$ cat src/rtl/cube_host_pkg.sv
// Shared types for the cube solver host sequencer: FSM encoding, widths and move codes.
package cube_host_pkg;

  localparam int MOVE_W  = 4;
  localparam int STATE_W = 120;

  typedef logic [MOVE_W-1:0]  move_t;
  typedef logic [STATE_W-1:0] cube_t;

  typedef enum logic [2:0] {
    S_IDLE,
    S_STORE,
    S_SETTLE,
    S_ISSUE,
    S_WAIT,
    S_DONE
  } state_e;

  // Move codes understood by change_cube: clockwise turn, then its inverse, per face.
  typedef enum logic [MOVE_W-1:0] {
    MV_NOP = 4'd0,
    MV_U   = 4'd1,
    MV_UI  = 4'd2,
    MV_D   = 4'd3,
    MV_DI  = 4'd4,
    MV_L   = 4'd5,
    MV_LI  = 4'd6,
    MV_R   = 4'd7,
    MV_RI  = 4'd8,
    MV_F   = 4'd9,
    MV_FI  = 4'd10,
    MV_B   = 4'd11,
    MV_BI  = 4'd12
  } move_e;

endpackage

$ cat src/rtl/move_fifo.sv
// First-word fall-through FIFO holding the queued move codes; head is always on dout.
module move_fifo
  import cube_host_pkg::*;
#(
  parameter int DEPTH = 16
) (
  input  logic  clk,
  input  logic  rst,
  input  logic  push,
  input  logic  pop,
  input  logic  flush,
  input  move_t din,
  output move_t dout,
  output logic  full,
  output logic  empty
);

  localparam int AW = $clog2(DEPTH);

  move_t          mem [DEPTH];
  logic  [AW:0]   wr_ptr_q, wr_ptr_d;
  logic  [AW:0]   rd_ptr_q, rd_ptr_d;
  logic           do_push;
  logic           do_pop;

  // Pointers carry one extra wrap bit so full and empty are distinguishable.
  assign empty   = (wr_ptr_q == rd_ptr_q);
  assign full    = (wr_ptr_q[AW] != rd_ptr_q[AW]) &&
                   (wr_ptr_q[AW-1:0] == rd_ptr_q[AW-1:0]);
  assign do_push = push && !full && !flush;
  assign do_pop  = pop && !empty;
  assign dout    = mem[rd_ptr_q[AW-1:0]];

  always_comb begin
    // NOTE: every always_comb output gets a default first so no latch is inferred.
    wr_ptr_d = wr_ptr_q;
    rd_ptr_d = rd_ptr_q;
    if (flush) begin
      wr_ptr_d = '0;
      rd_ptr_d = '0;
    end else begin
      if (do_push) wr_ptr_d = wr_ptr_q + 1'b1;
      if (do_pop)  rd_ptr_d = rd_ptr_q + 1'b1;
    end
  end

  // NOTE: sequential state uses non-blocking assignments so all flops update together.
  always_ff @(posedge clk or posedge rst) begin
    if (rst) begin
      wr_ptr_q <= '0;
      rd_ptr_q <= '0;
    end else begin
      wr_ptr_q <= wr_ptr_d;
      rd_ptr_q <= rd_ptr_d;
    end
  end

  // NOTE: storage is deliberately not reset; the pointers alone define what is valid.
  always_ff @(posedge clk) begin
    if (do_push) mem[wr_ptr_q[AW-1:0]] <= din;
  end

endmodule

$ cat src/rtl/cube_host.sv
// Host-side sequencer for the cube core: loads a start state, replays buffered moves
// through the core handshake and reports the finish flag and final state.
module cube_host
  import cube_host_pkg::*;
#(
  parameter int DEPTH       = 16,
  parameter int TIMEOUT     = 255,
  parameter bit STOP_ON_FIN = 1'b1
) (
  input  logic                     clk,
  input  logic                     rst,
  input  logic [STATE_W-1:0]       init_state,
  input  logic                     mv_wr,
  input  logic [MOVE_W-1:0]        mv_data,
  output logic                     mv_full,
  input  logic                     start,
  output logic                     busy,
  output logic                     done,
  output logic                     solved,
  output logic                     error,
  output logic [$clog2(DEPTH):0]   moves_done,
  output logic [STATE_W-1:0]       final_state,
  output logic                     cb_store,
  output logic [STATE_W-1:0]       cb_store_data,
  output logic                     cb_load,
  output logic [MOVE_W-1:0]        cb_d,
  input  logic                     cb_valid,
  input  logic                     cb_fin,
  input  logic [STATE_W-1:0]       cb_q
);

  localparam int              CW     = $clog2(DEPTH) + 1;
  localparam int              TW     = $clog2(TIMEOUT + 1);
  localparam logic [CW-1:0]   MD_MAX = CW'(DEPTH);
  localparam logic [TW-1:0]   TMO    = TW'(TIMEOUT);

  state_e          state_q, state_d;
  cube_t           init_q, init_d;
  move_t           dhold_q, dhold_d;
  logic [TW-1:0]   tmo_q, tmo_d;
  logic            got_q, got_d;
  logic            solved_q, solved_d;
  logic            error_q, error_d;
  logic [CW-1:0]   mdone_q, mdone_d;
  cube_t           fstate_q, fstate_d;

  logic            fifo_push;
  logic            fifo_pop;
  logic            fifo_flush;
  logic            fifo_full;
  logic            fifo_empty;
  move_t           fifo_head;

  assign fifo_push = mv_wr && (state_q == S_IDLE);

  move_fifo #(.DEPTH(DEPTH)) u_fifo (
    .clk   (clk),
    .rst   (rst),
    .push  (fifo_push),
    .pop   (fifo_pop),
    .flush (fifo_flush),
    .din   (mv_data),
    .dout  (fifo_head),
    .full  (fifo_full),
    .empty (fifo_empty)
  );

  always_comb begin
    state_d    = state_q;
    init_d     = init_q;
    dhold_d    = dhold_q;
    tmo_d      = tmo_q;
    got_d      = 1'b0;
    solved_d   = solved_q;
    error_d    = error_q;
    mdone_d    = mdone_q;
    fstate_d   = fstate_q;
    fifo_pop   = 1'b0;
    fifo_flush = 1'b0;
    cb_store   = 1'b0;
    cb_load    = 1'b0;
    cb_d       = MV_NOP;
    done       = 1'b0;

    unique case (state_q)
      S_IDLE: begin
        if (start) begin
          solved_d = 1'b0;
          error_d  = 1'b0;
          mdone_d  = '0;
          // A write arriving with start still counts as buffer content.
          if (fifo_empty && !mv_wr) begin
            state_d = S_DONE;
          end else begin
            init_d  = init_state;
            state_d = S_STORE;
          end
        end
      end
      S_STORE: begin
        cb_store = 1'b1;
        state_d  = S_SETTLE;
      end
      S_SETTLE: begin
        state_d = S_ISSUE;
      end
      S_ISSUE: begin
        cb_load = 1'b1;
        cb_d    = fifo_head;
        dhold_d = fifo_head;
        tmo_d   = '0;
        state_d = S_WAIT;
      end
      S_WAIT: begin
        cb_d = dhold_q;
        if (got_q) begin
          // Decision cycle after a response: the pop has landed and solved_q holds cb_fin.
          if (fifo_empty || (STOP_ON_FIN && solved_q)) begin
            fifo_flush = 1'b1;
            state_d    = S_DONE;
          end else begin
            state_d = S_ISSUE;
          end
        end else if (cb_valid) begin
          fstate_d = cb_q;
          solved_d = cb_fin;
          fifo_pop = 1'b1;
          got_d    = 1'b1;
          if (mdone_q != MD_MAX) mdone_d = mdone_q + 1'b1;
        end else if (tmo_q == TMO) begin
          error_d    = 1'b1;
          fifo_flush = 1'b1;
          state_d    = S_DONE;
        end else begin
          tmo_d = tmo_q + 1'b1;
        end
      end
      S_DONE: begin
        done    = 1'b1;
        state_d = S_IDLE;
      end
      default: begin
        state_d = S_IDLE;
      end
    endcase
  end

  always_ff @(posedge clk or posedge rst) begin
    if (rst) begin
      state_q  <= S_IDLE;
      init_q   <= '0;
      dhold_q  <= '0;
      tmo_q    <= '0;
      got_q    <= 1'b0;
      solved_q <= 1'b0;
      error_q  <= 1'b0;
      mdone_q  <= '0;
      fstate_q <= '0;
    end else begin
      state_q  <= state_d;
      init_q   <= init_d;
      dhold_q  <= dhold_d;
      tmo_q    <= tmo_d;
      got_q    <= got_d;
      solved_q <= solved_d;
      error_q  <= error_d;
      mdone_q  <= mdone_d;
      fstate_q <= fstate_d;
    end
  end

  assign busy          = (state_q != S_IDLE);
  assign mv_full       = fifo_full;
  assign solved        = solved_q;
  assign error         = error_q;
  assign moves_done    = mdone_q;
  assign final_state   = fstate_q;
  assign cb_store_data = init_q;

endmodule

$ cat config.mk
export PLATFORM = sky130hd
export DESIGN_NAME = cube_host
export DESIGN_NICKNAME = d
export VERILOG_FILES = /design/src/rtl/cube_host_pkg.sv /design/src/rtl/move_fifo.sv /design/src/rtl/cube_host.sv
export SDC_FILE = /design/constraint.sdc
export NUM_CORES = 1
export LEC_CHECK = 0
export ABC_AREA = 1
export BUFFER_PORTS_ARGS = -buffer_cell sky130_fd_sc_hd__clkbuf_2
export CELL_PAD_IN_SITES_DETAIL_PLACEMENT = 0
export CELL_PAD_IN_SITES_GLOBAL_PLACEMENT = 2
export CORE_ASPECT_RATIO = 0.75
export CORE_MARGIN = 1
export CORE_UTILIZATION = 27
export CTS_CLUSTER_SIZE = 40
export DETAILED_ROUTE_END_ITERATION = 10
export GPL_ROUTABILITY_DRIVEN = 0
export PLACE_DENSITY_LB_ADDON = 0.1
export SYNTH_ARGS = -nofsm -noshare
export SYNTH_HDL_FRONTEND = slang
export SYNTH_SLANG_ARGS = --single-unit
$ cat constraint.sdc
create_clock -name clk -period 8.8 [get_ports clk]
set_clock_uncertainty 0.2 [all_clocks]
set_input_delay 0.88 -clock clk [delete_from_list [all_inputs] [get_ports clk]]
set_output_delay 0.88 -clock clk [all_outputs]
set_load 0.1 [all_outputs]
After elaboration in Yosys (flattened, before gate mapping)
Memory sizes are Yosys's and may differ from the RTL's.
Index checks and enable logic that the tools add are counted.
{ "op_classes": {"add_sub_neg": 4, "eq_ne": 19, "n_mux": 42, "bitwise_logic": 2, "n_reduce_logical": 24} }
{ "ops": {"columns": ["cell", "count"], "rows": [
  ["$mux 5", 8],
  ["$mux 8", 3],
  ["$mux 1", 19],
  ["$mux 3", 6],
  ["$pmux 8 s2", 1],
  ["$add 5x1->5 const B", 3],
  ["$pmux 3 s5", 1],
  ["$ne 2x2->1 const B", 7],
  ["$pmux 5 s2", 1],
  ["$reduce_and 5->1", 2],
  ["$reduce_and 3->1", 3],
  ["$add 8x1->8 const B", 1],
  ["$eq 8x8->1 const B", 1],
  ["$pmux 4 s2", 1],
  ["$reduce_and 4->1", 2],
  ["$reduce_bool 2->1", 4],
  ["$eq 3x2->1 const B", 2],
  ["$eq 3x3->1 const B", 2],
  ["$logic_and 1x1->1", 6],
  ["$ne 3x3->1 const B", 2],
  ["$eq 5x5->1", 1],
  ["$ne 5x5->1 const B", 1],
  ["$eq 4x4->1", 1],
  ["$logic_not 1->1", 4],
  ["7 further kinds", 9]
]} }
{ "totals": {"regBits": 273, "ramBits": 64, "inputBits": 250, "output_inout_bits": 256, "memories": 1} }
{ "mem_list": {"columns": ["memory", "words", "word_bits", "rd", "rd_ports_with_merged_regs", "write_ports", "line_no", "source"], "rows": [
  ["u_fifo.mem", 16, 4, 1, 0, 1, "move_fifo.sv:20", "move_t mem [DEPTH];"]
]} }

Longest topological paths before layout
{ "depth": {"depth_word": 9, "mapped_depth": 12, "depth_no_buf": 11} }

Hierarchy
A second synthesis with hierarchy kept.
{ "hier_totals": {"cells_unflattened": 1548, "hier_area_um2": 13917.1} }
{ "modules_own_cells": {"columns": ["module", "instances", "cells_each", "area_per_inst_um2", "seq_area_each_um2"], "rows": [
  ["cube_host", 1, 1219, 10521.3, 6581.3],
  ["move_fifo", 1, 329, 3395.8, 2172.1]
]} }

Worst setup path after synthesis
Ideal clock, no wire load.
{ "synth_path": {"path_kind": "reg2out", "start": "register state_q[2]", "end": "output cb_d[0]", "arrival_time_ns": 2.235, "required_time_ns": 7.720, "setup_slack_ns": 5.485, "path_stages_with_launch": 6, "path_buffers": 0, "cell_sequence": "dfrtp_1 > inv_2 > nand3_1 > inv_1 > nand2_1 > nand2_1"} }
{ "synth_between": {"elab_chain_len": 2, "elab_cells_between_ends": 3, "cone_classes": "2 x eq/ne; 1 x mux"} }
{ "synth_lines": {"columns": ["element", "line_no", "source"], "rows": [
  ["start, declared", "cube_host.sv:37", "state_e state_q, state_d;"],
  ["start signal, assigned", "cube_host.sv:160", "state_q <= state_d;"],
  ["$eq 3x3->1 or $eq 3x2->1 (tied branches)", "cube_host.sv:85", "unique case (state_q)"],
  ["$pmux 4 s2 (*)", "cube_host.sv:85", null],
  ["end, declared", "cube_host.sv:26", "output logic [MOVE_W-1:0] cb_d,"]
]} }
Mark *: on every way between the ends. The rest lies on a longest branch, timed or not.

Final worst setup path
{ "layout_path": {"start": "register u_fifo.rd_ptr_q[1]", "end": "output cb_d[2]"} }
{ "layout_between": {"elab_chain_len": 2} }
{ "layout_lines": {"columns": ["element", "line_no", "source"], "rows": [
  ["start, declared", "move_fifo.sv:22", "logic [AW:0] rd_ptr_q, rd_ptr_d;"],
  ["start signal, assigned", "move_fifo.sv:54", "rd_ptr_q <= rd_ptr_d;"],
  ["$mem_v2 16x4", null, null],
  ["$pmux 4 s2", "cube_host.sv:85", null]
]} }
Every way passes these cells.

==> results.yml <==
clock_network:
  cts_resized: 0
  ctsHtreeMaxLevel: 2
  clk_latency_ns: 0.56
  clk_path_buf_depth: 3
  holdBufCountCts: 0
  cts_sinks: 337
  cts_buffers: 40
  cts_setup_buffers: 0
  cts_tree: "done"
  clkTransAtPathRegs_ns: 0.06
  ctsRootBufferMaster: "clkbuf_16"
timing:
  period_minus_slack_ns: 4.13
  rsz0062_at_grt: "false"
  period_share_pct: 46.9
  setup-tns-final_ns: 0
  max_clock_freq_mhz: 242
  setup_slack_ns: 4.67
  maxSlewViolCount: 0
  setup_viol: 0
  hold_viol: 0
  worstMarginPinSlew_ns: 1.22
  slew_headroom_pct: 18.4
detailed_routing:
  via_per_inst: 4.11
  routed_wl_mm: 46.7
  remaining_drc_errors: 0
  first_pass_iters: 4
  wire_per_inst_um: 17.1
  drt_iter0_drc: 565
  num_vias: 11200
  detail-route-antenna-nets: 0
worst_hold_path:
  worst_hold_path_type: "primary input to asynchronous set/reset pin"
place:
  portBuffers: 505
  dpl.hpwl_mm: 33.8
  pre_cts_slack_ns: 4.97
  placed_area_um2: 17600
layout:
  drive_above_1_share_pct: 41.0
  final_area_um2: 18900
  fin_nets: 2253
  syn_to_final_growth_pct: 28.8
logic_synthesis:
  ys_seq_area_share_pct: 59.6
  syn_nets: 1762
  synth_top_area_share_pct: 46.5
  synth_edf_count: 64
  yosysWarningCount: 0
  synth_area_um2: 14700
  avgSynthCellArea_um2: 9.76
  yosysMostFrequentCell: "nand2_1"
  synth.largest_area_cell: "dfrtp_1"
  synthTopCellsByCount: "nand2_1, dfrtp_1, inv_1, o21ai_2, nand2_2"
  ys_top_cells_by_area: "dfrtp_1, edfxtp_1, nand2_1"
  ys.flop_type: "dfrtp_1"
  synth_seq_cells: 337
  synth_cell_types: 34
  ys_async_sr_fraction_pct: 81.0
  syn_inst: 1504
critical_path:
  worstPathRequired_ns: 7.72
  slowest_stage: "dfrtp_1"
  critical_path.most_common_cell: "nand2_1"
  critical_path_class: "flop to output pin"
  worstPathCellList: "o21ai_0, o21ai_0, nand2_1, nand2_1, inv_1, nand2_1, nand2_1, nand2_1, clkbuf_2"
  cp_slowest_stage_delay_ns: 1.08
  cp-end-kind: "output pin"
  cp_data_arrival_time_ns: 3.05
  path_max_fanout: 36
  startpoint_type: "flop"
die:
  core-area_um2: 53300
  initial_core_util_pct: 27.5
  rows: 73
  die-area_um2: 55300
  dieHeight_um: 204
  io-pin-count: 506
  die_w_um: 271
grt:
  gr-usage-all-layers_pct: 16.6
  grt_pass1_wl_mm: 70.2
  grt_max_degree: 165
  grt_pass1_vias: 11200
  antenna_found_initial: 7
  overflow: 0
run_status:
  status: "complete, no violations"
run:
  max-cap-violations: 0
==> placed cells by master (no fill, tap or decap), types with 2 or more instances in the layout <==
cell	count
o21ai_0	57
buf_4	9
nand2_1	477
nand4_1	6
edfxtp_1	64
dfrtp_1	273
nor2_1	86
nand2_2	114
clkbuf_8	10
clkinv_2	6
ha_1	8
clkbuf_16	40
xor2_1	8
diode_2	3
clkbuf_2	505
nor3_1	9
clkbuf_1	11
nand3_1	26
nor2_4	2
inv_1	151
nand3b_1	4
nor2_2	2
a21oi_1	2
clkinv_8	3
o211ai_1	8
inv_2	11
o21ai_2	118
==> kinds of logic (layout without fill, tap and decap cells) <==
logic type | Yosys count | in the layout | synth area share, %
buffers and inverters | 232 | 751 | 8.03
adder cells (fa/ha/maj) | 8 | 8 | 0.682
XOR/XNOR | 9 | 9 | 0.537
AO/OA/AOI/OAI | 189 | 189 | 9.74
flip-flops | 337 | 337 | 59.6
AND/OR/NAND/NOR | 729 | 729 | 21.4
other | 0 | 3 | 0
==> per-stage QoR <==
| stage | cells | hold slack (ns) | util (%) |
|---|---|---|---|
| 2_1_floorplan | 1504 | 0.249 | - |
| 3_3_place_gp | 2665 | 0.255 | 33.1 |
| 3_5_place_dp | 2665 | 0.257 | 33.1 |
| 4_1_cts | 2735 | 0.261 | 35.4 |
| 5_1_grt | 2736 | 0.282 | 35.4 |
| 6_report | 2738 | 0.270 | 35.4 |
==> layer usage <==
layer	share of wire (%)	GRT usage, %	wire length, um
met2	45	25.6	21300
met3	9.4	6.56	4370
met4	2.4	5.22	1140
met1	43	21.3	19900
met5	0.13	0	59
==> layout make-up <==
class / instances / area (um^2)
clock inverters: 9 / 82.6
clock buffers: 61 / 1180
fillers: 5659 / 34400
well taps: 712 / 891
inverters: 166 / 634
flip-flops and latches: 337 / 8750
repair buffers: 515 / 2620
diodes: 3 / 7.51
multi-input cells: 935 / 4750
==> state kept, by name, indices dropped and copies added, names as in the netlist <==
| signal | flops |
|---|---|
| tmo_q | 8 |
| error | 1 |
| dhold_q | 4 |
| got_q | 1 |
| solved | 1 |
| cb_store_data | 120 |
| final_state | 120 |
| u_fifo.mem | 64 |
| state_q | 3 |
| u_fifo.wr_ptr_q | 5 |
| u_fifo.rd_ptr_q | 5 |
| moves_done | 5 |
==> final timing paths <==
path	slack [ns]	endpoint	startpoint	depth (start not counted)
worst max-delay path	4.67	cb_d[2]	u_fifo.rd_ptr_q[1]	9
worst min-delay path	0.27	final_state[21]	rst	2
worst max register to register	5.09	cb_store_data[3]	u_fifo.rd_ptr_q[1]	10
worst min register to register	0.27	final_state[78]	final_state[78]	2
max in group asynchronous	6.18	cb_store_data[22]	rst	4
min in group clk	0.27	final_state[78]	final_state[78]	2
==> worst max-delay path, delay by kind of cell, from the launching register on <==
kind	cells	cell delay, ns
AO/OA/AOI/OAI	2	0.44
buffers and inverters	2	0.50
flip-flops	1	1.08
AND/OR/NAND/NOR	5	0.45
Power is left out: the tool's default activity adds up to more than one toggle a clock period on the data nets, which glitch-free logic cannot reach.
